--- src/rtl/spi_pkg.sv ---
// Shared types and constants for the SPI master: FSM states, opcodes, widths
// and the frame word layout.
package spi_pkg;

    localparam int unsigned WORD_W = 10;
    localparam int unsigned DATA_W = 8;
    localparam int unsigned OP_W   = 2;
    localparam int unsigned CNT_W  = 4;

    localparam logic [OP_W-1:0] WR_ADDR = 2'b00;
    localparam logic [OP_W-1:0] WR_DATA = 2'b01;
    localparam logic [OP_W-1:0] RD_ADDR = 2'b10;
    localparam logic [OP_W-1:0] RD_DATA = 2'b11;

    typedef enum logic [2:0] {
        IDLE,
        CMD,
        SHIFT,
        TURN,
        CAPTURE,
        END
    } state_t;

    typedef struct packed {
        logic [OP_W-1:0]   op;
        logic [DATA_W-1:0] payload;
    } frame_t;

    // Only rd-data frames turn the bus around and capture a MISO byte.
    function automatic logic is_rd_data(input logic [OP_W-1:0] op);
        logic r;
        r = 1'b0;
        case (op)
            WR_ADDR, WR_DATA, RD_ADDR: r = 1'b0;
            RD_DATA:                   r = 1'b1;
        endcase
        return r;
    endfunction

endpackage

--- src/rtl/spi_shift_reg.sv ---
// Parallel-load shift register, MSB first; shifts data out of the top bit and
// serial data into the bottom bit on the same step.
module spi_shift_reg
    import spi_pkg::*;
#(
    parameter int unsigned W     = WORD_W,
    parameter int unsigned CAP_W = DATA_W
) (
    input  logic             clk,
    input  logic             rst_n,
    input  logic             load,
    input  logic [W-1:0]     load_data,
    input  logic             shift,
    input  logic             serial_in,
    output logic             serial_out,
    output logic [CAP_W-1:0] capture_c
);

    logic [W-1:0] q;

    always_ff @(posedge clk or negedge rst_n) begin
        if (!rst_n) begin
            q <= '0;
        end else if (load) begin
            q <= load_data;
        end else if (shift) begin
            q <= {q[W-2:0], serial_in};
        end
    end

    assign serial_out = q[W-1];
    // Low bits as they will look after this cycle's shift.
    assign capture_c  = {q[CAP_W-2:0], serial_in};

endmodule

--- src/rtl/spi_master.sv ---
// SPI frame master: shifts out a 10-bit command word and, on rd-data frames,
// turns the bus around and captures one MISO byte.
module spi_master
    import spi_pkg::*;
#(
    parameter int unsigned TURN_CYCLES = 1
) (
    input  logic              clk,
    input  logic              rst_n,
    input  logic              start,
    input  logic [WORD_W-1:0] tx_word,
    output logic              busy,
    output logic              done,
    output logic [DATA_W-1:0] rd_data,
    output logic              rd_valid,
    output logic              SS_n,
    output logic              MOSI,
    input  logic              MISO
);

    localparam int unsigned TURN_LAST = (TURN_CYCLES == 0) ? 0 : TURN_CYCLES - 1;
    localparam logic [CNT_W-1:0] SHIFT_END = CNT_W'(WORD_W - 1);
    localparam logic [CNT_W-1:0] CAP_END   = CNT_W'(DATA_W - 1);
    localparam logic [CNT_W-1:0] TURN_END  = CNT_W'(TURN_LAST);

    state_t            state_q, state_d;
    logic [CNT_W-1:0]  cnt_q, cnt_d;
    logic [OP_W-1:0]   op_q, op_d;
    logic              ss_n_q, ss_n_d;
    logic              mosi_q, mosi_d;
    logic              busy_q, busy_d;
    logic              done_q, done_d;
    logic              rd_valid_q, rd_valid_d;
    logic [DATA_W-1:0] rd_data_q, rd_data_d;

    frame_t            frame_c;
    logic              sr_load_c;
    logic              sr_shift_c;
    logic              sr_in_c;
    logic              sr_out;
    logic [DATA_W-1:0] sr_capture_c;

    assign frame_c = frame_t'(tx_word);
    assign sr_in_c = (state_q == CAPTURE) && MISO;

    spi_shift_reg #(
        .W     (WORD_W),
        .CAP_W (DATA_W)
    ) u_shift (
        .clk        (clk),
        .rst_n      (rst_n),
        .load       (sr_load_c),
        .load_data  (frame_c),
        .shift      (sr_shift_c),
        .serial_in  (sr_in_c),
        .serial_out (sr_out),
        .capture_c  (sr_capture_c)
    );

    always_ff @(posedge clk or negedge rst_n) begin
        if (!rst_n) begin
            state_q    <= IDLE;
            cnt_q      <= '0;
            op_q       <= '0;
            ss_n_q     <= 1'b1;
            mosi_q     <= 1'b0;
            busy_q     <= 1'b0;
            done_q     <= 1'b0;
            rd_valid_q <= 1'b0;
            rd_data_q  <= '0;
        end else begin
            state_q    <= state_d;
            cnt_q      <= cnt_d;
            op_q       <= op_d;
            ss_n_q     <= ss_n_d;
            mosi_q     <= mosi_d;
            busy_q     <= busy_d;
            done_q     <= done_d;
            rd_valid_q <= rd_valid_d;
            rd_data_q  <= rd_data_d;
        end
    end

    // Next state, shifter control and next values of the registered outputs.
    always_comb begin
        state_d    = state_q;
        op_d       = op_q;
        sr_load_c  = 1'b0;
        sr_shift_c = 1'b0;
        cnt_d      = cnt_q;
        ss_n_d     = 1'b1;
        mosi_d     = 1'b0;
        busy_d     = 1'b0;
        done_d     = 1'b0;
        rd_valid_d = 1'b0;
        rd_data_d  = rd_data_q;

        case (state_q)
            IDLE: begin
                if (start) begin
                    state_d   = CMD;
                    sr_load_c = 1'b1;
                    op_d      = frame_c.op;
                end
            end
            CMD: begin
                state_d    = SHIFT;
                sr_shift_c = 1'b1;
            end
            SHIFT: begin
                sr_shift_c = 1'b1;
                if (cnt_q == SHIFT_END) begin
                    if (!is_rd_data(op_q)) begin
                        state_d = END;
                    end else if (TURN_CYCLES == 0) begin
                        state_d = CAPTURE;
                    end else begin
                        state_d = TURN;
                    end
                end
            end
            TURN: begin
                if (cnt_q == TURN_END) begin
                    state_d = CAPTURE;
                end
            end
            CAPTURE: begin
                sr_shift_c = 1'b1;
                if (cnt_q == CAP_END) begin
                    state_d = END;
                end
            end
            END: begin
                state_d = IDLE;
            end
            default: begin
                state_d = IDLE;
            end
        endcase

        // Counter restarts on every state entry and only runs in multi-cycle states.
        if (state_d != state_q) begin
            cnt_d = '0;
        end else if (state_q == SHIFT || state_q == TURN || state_q == CAPTURE) begin
            cnt_d = cnt_q + CNT_W'(1);
        end

        ss_n_d = (state_d == IDLE) || (state_d == END);
        busy_d = (state_d != IDLE);
        done_d = (state_d == END);

        // The command bit is driven once in CMD, then the whole word again in SHIFT.
        case (state_d)
            CMD:     mosi_d = frame_c.op[OP_W-1];
            SHIFT:   mosi_d = sr_out;
            default: mosi_d = 1'b0;
        endcase

        if (state_d == END && is_rd_data(op_q)) begin
            rd_valid_d = 1'b1;
            rd_data_d  = sr_capture_c;
        end
    end

    assign busy     = busy_q;
    assign done     = done_q;
    assign rd_data  = rd_data_q;
    assign rd_valid = rd_valid_q;
    assign SS_n     = ss_n_q;
    assign MOSI     = mosi_q;

endmodule
--- config.mk ---
export PLATFORM = sky130hd
export DESIGN_NAME = spi_master
export DESIGN_NICKNAME = d
export VERILOG_FILES = /design/src/rtl/spi_pkg.sv /design/src/rtl/spi_shift_reg.sv /design/src/rtl/spi_master.sv
export SDC_FILE = /design/constraint.sdc
export NUM_CORES = 1
export LEC_CHECK = 0
export CAP_MARGIN = 25
export CORE_UTILIZATION = 51
export DETAILED_ROUTE_END_ITERATION = 7
export PLACE_DENSITY_LB_ADDON = 0.1
export SLEW_MARGIN = 10
export SYNTH_ARGS = -nofsm -noshare
export SYNTH_HDL_FRONTEND = slang
export SYNTH_SLANG_ARGS = --single-unit
export TNS_END_PERCENT = 30
--- constraint.sdc ---
create_clock -name clk -period 2.6 [get_ports clk]
set_clock_uncertainty 0.05 [all_clocks]
set_input_delay 0.39 -clock clk [delete_from_list [all_inputs] [get_ports clk]]
set_output_delay 0.39 -clock clk [all_outputs]
set_load 0.01 [all_outputs]
---- After elaboration in Yosys (flattened, before gate mapping) ----
Index checks and enable logic that the tools add are counted.
word-level totals
  register bits after elaboration ......... 32
  input port bits ......................... 14
  output and inout port bits .............. 13
operators by class
  add/sub/neg operators ................... 1
  eq/ne operators ......................... 13
  muxes and demuxes ....................... 18
  reduce and logical (&&, ||, !) cells .... 15
operators with widths
  cell                                                                    number
  10-bit 2-to-1 mux                                                       2
  3-bit 2-to-1 mux                                                        5
  3-bit case mux with 5 select lines                                      1
  3-bit by 2-bit equality test with 1-bit output (second input constant)  3
  4-bit 2-to-1 mux                                                        2
  3-bit by 1-bit equality test with 1-bit output (second input constant)  2
  3-bit equality test (second input constant)                             2
  3-bit zero test                                                         2
  1-bit 2-to-1 mux                                                        6
  3-bit OR reduction                                                      2
  4-bit by 1-bit adder with 4-bit output (second input constant)          1
  2-bit equality test (second input constant)                             2
  4-bit by 3-bit equality test with 1-bit output (second input constant)  1
  4-bit equality test (second input constant)                             1
  4-bit zero test                                                         1
  1-bit case mux with 2 select lines                                      2
  2-bit nonzero test                                                      2
  1-bit logical OR                                                        3
  3-bit inequality test                                                   1
  3-bit nonzero test                                                      1
  2-bit by 1-bit equality test with 1-bit output (second input constant)  1
  1-bit logical AND                                                       2
  2-bit zero test                                                         1
  2-bit AND reduction                                                     1

---- Longest topological paths before layout ----
  depth after elaboration ................. 11
  gate-level depth with buffers ........... 8

---- Hierarchy ----
A second synthesis with hierarchy kept.
second synthesis, totals
  cell total of the unflattened synthesis .. 147
  area, all modules ....................... 1607.8 µm²
by module, submodules not included
  module         times used  cells an instance  area each (µm²)
  spi_master     1           96                 1084.8
  spi_shift_reg  1           51                 523.0

---- Least setup slack after synthesis ----
No wires, ideal clock.
  path kind ............................... reg2reg
  from .................................... register state_q[0]
  to ...................................... register rd_data_q[0] (netlist: rd_data[0])
  arrival time ............................ 1.957 ns
  data required time ...................... 2.425 ns
  setup slack ............................. 0.468 ns
  stages on the path, launching flop included .. 7
  path buffers ............................ 1
  cells stage by stage .................... dfrtp_1 -> clkbuf_8 -> or3b_4 -> a211oi_2 -> nor3_2 -> nor4_4 -> mux2_2
between the ends
  cells in the longest elaborated chain, start to end .. 4
ends and longest elaborated chain
  item                                         RTL line                            source
  start: declaration                           spi_master.sv:26                    state_t state_q, state_d;
  start signal: assignment                     spi_master.sv:72                    state_q <= state_d;
  3-bit equality test (tied with other cells)  spi_master.sv:44, spi_master.sv:98
  3-bit case mux with 5 select lines           spi_master.sv:98                    case (state_q)
  3-bit equality test                          spi_master.sv:159                   if (state_d == END && is_rd_data(op_q)) begin
  1-bit logical AND                            spi_master.sv:159
  end signal: assignment                       spi_master.sv:80                    rd_data_q <= rd_data_d;
  end: declaration                             spi_master.sv:34                    logic [DATA_W-1:0] rd_data_q, rd_data_d;
Parallel ways exist; a longest one is shown, timed or not.
A chain may end at the register's enable or synchronous reset.

---- Final worst setup path ----
  from .................................... register state_q[1]
  to ...................................... register rd_data_q[7] (netlist: rd_data[7])
between the ends
  cells in the longest elaborated chain, start to end .. 4
ends and longest elaborated chain
  item                                         RTL line
  3-bit equality test (tied with other cells)  spi_master.sv:98
  3-bit case mux with 5 select lines (*)       spi_master.sv:98
  3-bit equality test (*)                      spi_master.sv:159
  1-bit logical AND (*)                        spi_master.sv:159
Every way passes the cells marked *; elsewhere a longest branch is shown, timed or not.

==> summary by stage <==
GRT
Summed over all layers, the global routing overflow is 0. The first-pass GRT wire length is 4840 um. For met1 alone, demand over resource in global routing was 0.270.

The busiest layer in global routing is met2. For met3 alone, demand over resource in global routing was 0.0576. The number of antenna violations at the first check in global routing is 0.

The number of global-route vias before repair is 1051. Across every metal layer, demand over resource in global routing totals 0.201. Entering global routing, the biggest net connects 33 pins. For this run, global-route usage on met2 was measured as 0.308.

Pwr
The share of total power dissipated in sequential elements is 0.389. The overall power consumption is roughly 2.2 mW. Internal power comes to 1.40 mW. The share of total power dissipated in combinational logic is 0.446.

For this design the static power due to leakage is 0.845 nW. The switching part of the total power is 0.366. The total power divided by cell area is 1180 mW/mm2. For this design the total switching power over the nets is 0.809 mW.

The part of the power in the clock network is 0.165. The maximum resistive drop on vdd is 0.00114 V.

Status
The flow ran to the end, and the final reports show no timing, DRC or antenna violations.

Logic synthesis
The most instantiated flip-flop cell in the synthesis netlist is sky130_fd_sc_hd__dfrtp_1. For this run, the number of Yosys warnings is 0. The portion of synthesized cell area occupied by the leading cell type is 0.515.

The average instance in the mapped netlist occupies 11.6 um2. The number of different library cells used by synthesis comes to 34. The synthesized design contains 0 enable-type register cells.

Of all flip-flops after synthesis, the portion carrying an async set or reset was 1.00. The post-synthesis instance area is around 0.0015 mm2. The synthesis-stage register bit count is 32. Of the synthesized area, sequential elements account for 0.532. Summed over all instances, the cell type with the most area after synthesis is sky130_fd_sc_hd__dfrtp_1. In the post-synthesis netlist, the biggest area contributors are sky130_fd_sc_hd__dfrtp_1 (51%), sky130_fd_sc_hd__mux2i_1 (6.0%), sky130_fd_sc_hd__mux2_2 (6.0%).

The synthesized netlist net count is 147. The number of cells produced by synthesis is 130.

Floorplanning
The effective utilization at floorplan is 0.542. The die area is between 0.003 and 0.004 mm2. The placeable core region is 0.00278 mm2. The horizontal die dimension is 56.4 um. The die is 56.4 um tall. The I/O pin total is 27. The initialized floorplan defines 19 standard-cell rows.

Critical path
The type of origin of the critical path is a flip-flop. The critical path starts at state_q[1]$_DFF_PN0_. In this run the critical register-to-register path is captured at rd_data[7]$_DFFE_PN0P_.

In this run the register-to-register setup slack is 0.39 ns. Data on the critical path arrives at its endpoint at 2.35 ns. STA puts the critical path data required time at 2.75 ns. The capture point of the critical path is rd_data[7]$_DFFE_PN0P_. The count of cells along the worst register-to-register path is 6.

The path type of the worst setup path is flip-flop to flip-flop. The source of the worst register-to-register timing path is state_q[1]$_DFF_PN0_. The kind of end point of the critical path is a flip-flop. Of all nets on the critical path, the largest fanout is 9.

Final layout
The diode insertion count for antenna repair is 0. Relative to the synthesized area, the layout overhead comes to 24.6%. Of the cells placed in the final design, the portion with a size suffix greater than 1 is 0.178. After the last flow step, the layout net total stands at approximately 180. The number of filler cells placed in the layout is 240. The finished layout holds 194 standard cells, fillers aside. After routing the design area is 0.00188 mm2.

Routing
The detailed-route vias per instance is 5.47. The first routing iteration left 18 violations. The number of remaining DRC errors is 0. The sum of routed wire length over all layers is 2740 um. The remaining antenna violation count is 0. The number of iterations in the first detailed-routing pass is 4.

The via count of the routed design is 1062. After detailed routing, the average wire length per cell comes to 14.1 um.

STA
The relative slew slack is 0.725. Setup repair after global routing left no endpoint under its margin. The final setup TNS is 0 ns.

The max-slew violation count is 0. The number of hold violations in the final report is 0. The worst-case hold slack is 0.401 ns. The routed design could run at a clock period as short as 2.21 ns. Setup violations remaining at the end of the flow were counted as 0.

At the pin with the least slew margin, the transition time is 0.410 ns. The post-route clock period utilization is 0.849. The fmax is ~450 MHz.

Clocking
In this run, post-CTS repair resized a total of 0 instances. The cell at the root of the clock tree is sky130_fd_sc_hd__clkbuf_4. The sink count of the clock tree is 32. Counting along the longest clock path gives a buffer depth of 2. TritonCTS built the clock tree.

The hold buffer count at CTS is 0. Once the clock tree was built, the setup fixing pass inserted 0 buffers. After clock tree synthesis, the clock-pin slew on the worst setup and hold paths is ~0.10 ns. The number of buffers inserted during clock tree synthesis is 5.

The clock latency reported for the late side of the worst-skew pair is 0.32 ns. The H-tree depth is 2.

Placement
The count of buffers from port buffering is 26. Detailed placement ended at an HPWL of 1940 um. Including well taps, the total number of placed cells is ~190. The total cell area at the placement stage is about 0.0018 mm2. The global placer's final weighted congestion is 0.925.

Worst hold path
The min-delay analysis places its worst path in the category input pin to async pin.

Run
Max-cap violations in this run came to 0.
## sequential cells by signal, summed over array words and instances (netlist names)
register / cells
rd_valid: 1
rd_data: 8
MOSI: 1
SS_n: 1
cnt_q: 4
state_q: 3
op_q: 2
done: 1
u_shift.q: 10
busy: 1
## synthesized netlist by cell type (2+ instances only)
library cell,instances
sky130_fd_sc_hd__a21oi_1,3
sky130_fd_sc_hd__buf_6,2
sky130_fd_sc_hd__clkbuf_1,2
sky130_fd_sc_hd__dfrtp_1,31
sky130_fd_sc_hd__ha_1,3
sky130_fd_sc_hd__inv_1,6
sky130_fd_sc_hd__mux2_2,8
sky130_fd_sc_hd__mux2i_1,9
sky130_fd_sc_hd__nand2_1,13
sky130_fd_sc_hd__nand3b_1,4
sky130_fd_sc_hd__nor2_1,8
sky130_fd_sc_hd__o21ai_0,15
sky130_fd_sc_hd__xnor2_1,4
sky130_fd_sc_hd__xor2_1,2
## power by group through the flow
stage	Clock [mW]	Combinational (mW)	Sequential, mW
after floorplan	0	0.734	0.825
after global placement	0	0.975	0.856
after detailed placement	0	0.988	0.867
after CTS	0.373	0.993	0.857
after global routing	0.398	1.09	0.883
final	0.365	0.985	0.860
## cell families after synthesis
logic type                 Yosys count  synth area share
AOI/OAI and AO/OA                   24            0.0979
xor gates and xnor gates             6            0.0349
adders and majority gates            3            0.0249
buffers and inverters               12            0.0473
DFF                                 32             0.532
muxes                               17             0.120
and+or+nand+nor                     36             0.144
## per-stage QoR
step                worst slack (ns)  utilization
floorplan                      0.468            -
global placement               0.453        0.648
detailed placement             0.421        0.648
CTS                            0.390        0.675
global route                   0.225        0.675
finish                         0.394        0.675
## cell type report
cell class / count / area [um2] / share of cell area
clock buffer: 6 / 41.3 / 0.0220
clock inverter: 2 / 35.0 / 0.0187
inverter: 6 / 22.5 / 0.0120
multi-input combinational: 86 / 641 / 0.341
sequential: 32 / 802 / 0.427
tap: 31 / 38.8 / 0.0207
timing repair buffer: 31 / 298 / 0.159
## worst max-delay path, stage by stage, from the launching register on
cell and delay, ns:
sky130_fd_sc_hd__dfrtp_1 0.53, sky130_fd_sc_hd__or3b_4 0.45, sky130_fd_sc_hd__a211oi_2 0.18, sky130_fd_sc_hd__nor3_2 0.11, sky130_fd_sc_hd__nor4_4 0.20, sky130_fd_sc_hd__buf_4 0.22, sky130_fd_sc_hd__mux2_2 0.34
## worst min-delay path by stage
| stage | slack [ns] | start | to | cells past startpoint |
|---|---|---|---|---|
| after floorplan | 0.04 | rst_n | MOSI$_DFF_PN0_ | 0 |
| after global placement | 0.44 | rd_data[0]$_DFFE_PN0P_ | rd_data[0]$_DFFE_PN0P_ | 1 |
| after detailed placement | 0.45 | rd_data[3]$_DFFE_PN0P_ | rd_data[3]$_DFFE_PN0P_ | 1 |
| after CTS | 0.41 | rst_n | busy$_DFF_PN0_ | 2 |
| after global routing | 0.43 | rst_n | busy$_DFF_PN0_ | 2 |
| final | 0.40 | rst_n | busy$_DFF_PN0_ | 2 |
## layer usage
metal  vias up  wire [um]
li1        509          -
met1       523       1300
met2        26       1290
met3         4        113
met4         0         36
met5         -          0
## placed cells by master, fill, tap and decap left out, drive strengths merged, types with 2 or more instances in the layout
cell type and instances:
nand3b 4, xnor2 4, nor2 8, buf 5, nor3b 2, mux2i 9, ha 3, inv 6
dfrtp 31, a21oi 3, clkbuf 6, nand2 13, mux2 8, xor2 2, clkdlybuf4s50 26, o21ai 15
Note: power is estimated with default switching activity, not from simulation.
